<file path="config.mk">
export PLATFORM = sky130hd
export DESIGN_NAME = serial_adder
export DESIGN_NICKNAME = d
export VERILOG_FILES = /design/src/rtl/serial_adder.sv
export SDC_FILE = /design/constraint.sdc
export NUM_CORES = 1
export LEC_CHECK = 0
export BUFFER_PORTS_ARGS = -buffer_cell sky130_fd_sc_hd__buf_2
export CORE_MARGIN = 5
export CORE_UTILIZATION = 35
export CTS_CLUSTER_DIAMETER = 200
export DETAILED_ROUTE_END_ITERATION = 8
export GPL_TIMING_DRIVEN = 1
export HOLD_SLACK_MARGIN = 0.1
export SETUP_SLACK_MARGIN = 0.05
export SYNTH_ARGS = -nofsm -noshare
export SYNTH_HDL_FRONTEND = slang
export SYNTH_SLANG_ARGS = --single-unit
</file>
<file path="constraint.sdc">
create_clock -name clk -period 3.9 [get_ports clk]
set_input_delay 1.17 -clock clk [delete_from_list [all_inputs] [get_ports clk]]
set_output_delay 1.17 -clock clk [all_outputs]
set_load 0.05 [all_outputs]
</file>
<file path="src/rtl/serial_adder.sv">
// serial_adder: bit-serial WIDTH-bit adder (one full-adder cell plus a carry flop).
// Operands are loaded on an accepted start and consumed LSB first, one bit-pair
// per clock. After WIDTH cycles, {c_out, sum} = a + b + c_in is captured and held.
// Legal WIDTH range is 2..32.
// Optional feature: define SERIAL_ADDER_OVF_EN to add the ovf output. ovf is the
// two's-complement overflow flag, captured and held together with sum.
module serial_adder #(
   parameter int WIDTH = 8
) (
   input  logic             clk,
   input  logic             rst,
   input  logic             start,
   input  logic [WIDTH-1:0] a,
   input  logic [WIDTH-1:0] b,
   input  logic             c_in,
   output logic             busy,
   output logic             done,
   output logic [WIDTH-1:0] sum,
   output logic             c_out
`ifdef SERIAL_ADDER_OVF_EN
   ,
   output logic             ovf
`endif
);

   localparam int CNT_W = $clog2(WIDTH);
   localparam logic [CNT_W-1:0] CNT_LAST = CNT_W'(WIDTH - 1);

   localparam logic [1:0] S_IDLE = 2'd0;
   localparam logic [1:0] S_RUN  = 2'd1;
   localparam logic [1:0] S_DONE = 2'd2;

   logic [1:0]       state_q, state_d;
   logic [WIDTH-1:0] a_sr_q, a_sr_d;
   logic [WIDTH-1:0] b_sr_q, b_sr_d;
   logic [WIDTH-2:0] sum_sr_q, sum_sr_d;
   logic             carry_q, carry_d;
   logic [CNT_W-1:0] cnt_q, cnt_d;
   logic [WIDTH-1:0] sum_q, sum_d;
   logic             c_out_q, c_out_d;
`ifdef SERIAL_ADDER_OVF_EN
   logic             ovf_q, ovf_d;
`endif

   logic             s_bit;
   logic             carry_nxt;
   logic [WIDTH-1:0] sum_cat;

   // Full-adder cell on the current LSBs; sum_cat is the sum register after this bit shifts in.
   always_comb begin
      s_bit     = a_sr_q[0] ^ b_sr_q[0] ^ carry_q;
      carry_nxt = (a_sr_q[0] & b_sr_q[0]) | (a_sr_q[0] & carry_q) | (b_sr_q[0] & carry_q);
      sum_cat   = {s_bit, sum_sr_q};
   end

   // Next-state logic: load on accepted start, shift one bit per RUN cycle, capture on the last bit.
   always_comb begin
      state_d  = state_q;
      a_sr_d   = a_sr_q;
      b_sr_d   = b_sr_q;
      sum_sr_d = sum_sr_q;
      carry_d  = carry_q;
      cnt_d    = cnt_q;
      sum_d    = sum_q;
      c_out_d  = c_out_q;
`ifdef SERIAL_ADDER_OVF_EN
      ovf_d    = ovf_q;
`endif
      case (state_q)
         S_IDLE, S_DONE: begin
            if (start) begin
               state_d  = S_RUN;
               a_sr_d   = a;
               b_sr_d   = b;
               carry_d  = c_in;
               cnt_d    = '0;
               sum_sr_d = '0;
            end else begin
               state_d  = S_IDLE;
            end
         end
         S_RUN: begin
            a_sr_d   = a_sr_q >> 1;
            b_sr_d   = b_sr_q >> 1;
            sum_sr_d = sum_cat[WIDTH-1:1];
            carry_d  = carry_nxt;
            cnt_d    = cnt_q + CNT_W'(1);
            if (cnt_q == CNT_LAST) begin
               state_d = S_DONE;
               sum_d   = sum_cat;
               c_out_d = carry_nxt;
`ifdef SERIAL_ADDER_OVF_EN
               ovf_d   = carry_q ^ carry_nxt;
`endif
            end
         end
         default: begin
            state_d = S_IDLE;
         end
      endcase
   end

   // State and datapath registers; reset aborts any addition in flight.
   always_ff @(posedge clk or posedge rst) begin
      if (rst) begin
         state_q  <= S_IDLE;
         a_sr_q   <= '0;
         b_sr_q   <= '0;
         sum_sr_q <= '0;
         carry_q  <= 1'b0;
         cnt_q    <= '0;
         sum_q    <= '0;
         c_out_q  <= 1'b0;
`ifdef SERIAL_ADDER_OVF_EN
         ovf_q    <= 1'b0;
`endif
      end else begin
         state_q  <= state_d;
         a_sr_q   <= a_sr_d;
         b_sr_q   <= b_sr_d;
         sum_sr_q <= sum_sr_d;
         carry_q  <= carry_d;
         cnt_q    <= cnt_d;
         sum_q    <= sum_d;
         c_out_q  <= c_out_d;
`ifdef SERIAL_ADDER_OVF_EN
         ovf_q    <= ovf_d;
`endif
      end
   end

   assign busy  = (state_q == S_RUN);
   assign done  = (state_q == S_DONE);
   assign sum   = sum_q;
   assign c_out = c_out_q;
`ifdef SERIAL_ADDER_OVF_EN
   assign ovf   = ovf_q;
`endif

endmodule

</file>
==> metrics <==
cell taking the most area after synthesis sky130_fd_sc_hd__dfrtp_1; total number of vias 1104; area of the core region 4690 um2; proportion of layout cells with a drive suffix above 1 0.333; global placement routability congestion 0.779; post-route setup TNS 0 ns; arrival time reported for the critical path endpoint 1.63 ns; Post-CTS Setup Bufs 0; number of gates given a new drive strength after cts 0; Final HPWL DP 2280 um; Seq cells post-synth 38; Vias/cell 5.11; Final Hold Fails 0; Total Routed Length 3250 um; Global Route Usage Sum 0.118; post-synth top area share 0.568; Ant. Diodes 0; Critical Setup Path Class flip-flop to primary output; share of synthesized area occupied by flip-flops and latches 0.568; Leak 0.916 nW; count of TritonRoute iterations in the first routing pass 4; Post-synth EDFFs 0; share of the core filled with cells in the final layout 0.409; most numerous cell types in the synthesized netlist sky130_fd_sc_hd__dfrtp_1 (38), sky130_fd_sc_hd__nor2_1 (14), sky130_fd_sc_hd__nor3_1 (13), sky130_fd_sc_hd__o22ai_1 (13), sky130_fd_sc_hd__a22o_1 (11); data required time of the critical path 2.73 ns; pins over their slew limit 0; mean instance size in the synthesized netlist 12.7 um2; Final Net Count 184; delay of the slowest cell on the worst path 0.58 ns; crit end category primary output; CTS Hold Bufs 0; post-route clock skew 0.00675 ns; first-pass GRT wire length 5660 um; cell depth of the worst min-delay path 1; Overflow after GRT 0; top achievable clock speed 0.357 GHz; antenna violations before repair 0; most repeated cell in the gate-level netlist after synthesis sky130_fd_sc_hd__dfrtp_1; async set-or-reset flop fraction in the synthesized netlist 1.00; row count 25; Post-synth top flop sky130_fd_sc_hd__dfrtp_1; Synth area leaders sky130_fd_sc_hd__dfrtp_1 (57%), sky130_fd_sc_hd__mux2_4 (8.1%), sky130_fd_sc_hd__a22o_1 (5.8%), sky130_fd_sc_hd__o22ai_1 (4.9%), sky130_fd_sc_hd__nor3_1 (3.9%); clock edge transition at the registers on the reported setup and hold paths 0.07 ns; Port Buffer Count 30; unrepaired setup endpoints after global routing no; number of design-rule violations left by the first detailed-router iteration 46; CTS root buffer sky130_fd_sc_hd__clkbuf_8; TritonCTS buffer count 5; I/O pins 31; critical path, cell by cell nand2b_4 -> clkinv_4 -> buf_2; remaining max-slew budget at the tightest pin 0.242; Die X-Extent 79.1 um; maximum fanout along the worst path 23; number of warnings issued by yosys 0; total nets after synthesis 155; max capacitance violation total 0; Tightest Pin Transition 1.14 ns; die outline height 79.1 um; IR Drop Worst-Case VDD 0.000403 V; post-route clock period utilization 0.717; number of failing setup endpoints in the final timing report 0; Register-to-Register Path Depth 3; area of the mapped netlist 1670 um2; final period demand of the worst path 2.80 ns; CTS Buffer Depth 2; clock tree from TritonCTS built; number of global-route vias before repair 1231; initial standard-cell utilization of the core 0.357; CTS H-tree depth 2; Layout area overhead 14.8%; sinks on the clock net 38; # DRC 0; routed len/inst 15.0 um; startpoint type of the worst setup path flip-flop; die area 6260 um2; number of routed nets with antenna violations 0; post-synthesis cell count 132; clock latency of the later-clocked register in the worst-skew pair 0.29 ns; Cell variety after synth 24; status completed; worst hold path class flip-flop to flip-flop; maximum number of pins on one net before global-route repair 39; P per Cell Area 910 nW/um2; Critical-path top delay cell sky130_fd_sc_hd__dfrtp_1
==> stage by stage <==
step	std cells	hold slack (ns)	power [mW]	setup WS, ns	instance area (um2)
6_report	216	0.506	1.75	1.10	1920
5_1_grt	216	0.516	1.88	0.995	1920
4_1_cts	216	0.514	1.77	1.11	1920
3_5_place_dp	208	0.494	1.49	1.14	1830
3_3_place_gp	208	0.489	1.46	1.18	1830
2_1_floorplan	132	0.465	1.36	1.48	1670
==> layout by cell type (no fill, tap or decap) <==
| cell | Yosys | final |
|---|---|---|
| sky130_fd_sc_hd__nor2_1 | 14 | 14 |
| sky130_fd_sc_hd__fa_1 | 1 | 1 |
| sky130_fd_sc_hd__nand2b_4 | 1 | 1 |
| sky130_fd_sc_hd__clkinv_4 | 1 | 1 |
| sky130_fd_sc_hd__o21ai_0 | 2 | 2 |
| sky130_fd_sc_hd__a211oi_1 | 2 | 2 |
| sky130_fd_sc_hd__mux2_4 | 9 | 9 |
| sky130_fd_sc_hd__clkinv_2 | 0 | 1 |
| sky130_fd_sc_hd__a22o_1 | 11 | 11 |
| sky130_fd_sc_hd__ha_1 | 2 | 2 |
| sky130_fd_sc_hd__clkbuf_1 | 0 | 1 |
| sky130_fd_sc_hd__buf_2 | 4 | 30 |
| sky130_fd_sc_hd__inv_1 | 2 | 2 |
| sky130_fd_sc_hd__clkbuf_8 | 0 | 6 |
| sky130_fd_sc_hd__nand3_1 | 1 | 1 |
| sky130_fd_sc_hd__o22ai_1 | 13 | 13 |
| sky130_fd_sc_hd__nand2b_2 | 1 | 1 |
| sky130_fd_sc_hd__mux2_2 | 2 | 2 |
| sky130_fd_sc_hd__dfrtp_1 | 38 | 38 |
| sky130_fd_sc_hd__nor2_4 | 1 | 1 |
| sky130_fd_sc_hd__nor3_1 | 13 | 13 |
| sky130_fd_sc_hd__buf_4 | 2 | 1 |
| sky130_fd_sc_hd__nand2_8 | 1 | 1 |
| sky130_fd_sc_hd__nor2b_1 | 4 | 4 |
| sky130_fd_sc_hd__mux2i_1 | 2 | 2 |
| sky130_fd_sc_hd__a21oi_1 | 2 | 2 |
==> cells by family after synthesis <==
family,Yosys count,synth area share
flops,38,0.568
fa+ha+maj,3,0.0269
compound gates,30,0.127
simple gates,36,0.120
mux,13,0.106
buf+inv,12,0.0509
==> metal layers <==
layer  GRT usage  vias to the layer above  wire length [um]
met5           0                        -                 0
li1            -                      537                 -
met2       0.187                       33              1490
met3      0.0397                        9               181
met1       0.143                      525              1500
met4      0.0567                        0                76
==> where the power goes <==
group          switching (mW)  leakage [nW]  internal (mW)
Sequential              0.132         0.468          0.577
Combinational           0.456         0.400          0.309
Clock                   0.130        0.0482          0.142
Total                   0.718         0.916           1.03
==> layout make-up <==
class / instances / area [um2]
clock buffer: 7 / 86.3
clock inverter: 1 / 5.00
fill: 463 / 2770
inverter: 3 / 16.3
multi-input combinational: 82 / 637
sequential: 38 / 951
tap: 54 / 67.6
timing repair buffer: 31 / 158
==> path summary, 6_finish.rpt <==
kind                                         from                    end  slack [ns]
max                        state_q[0]$_DFFE_PP0P_                   busy        1.10
min                            sum[4]$_DFFE_PP0P_     sum[4]$_DFFE_PP0P_        0.51
max reg2reg                state_q[0]$_DFFE_PP0P_  b_sr_q[7]$_DFFE_PP0P_        1.94
min reg2reg                    sum[4]$_DFFE_PP0P_     sum[4]$_DFFE_PP0P_        0.51
max in group asynchronous                     rst  b_sr_q[2]$_DFFE_PP0P_        2.59
min in group asynchronous                     rst      c_out$_DFFE_PP0P_        0.98
==> registers in the layout (all words and copies together) (netlist names) <==
name / count
cnt_q: 3
c_out: 1
sum: 8
state_q: 2
b_sr_q: 8
sum_sr_q: 7
carry_q: 1
a_sr_q: 8
==> critical path, delay by kind of cell (launching register included) <==
kind	cells	cell delay [ns]
AND/OR/NAND/NOR	1	0.22
buffers and inverters	2	0.53
flip-flops	1	0.58
Power figures use the tool's default switching activity.
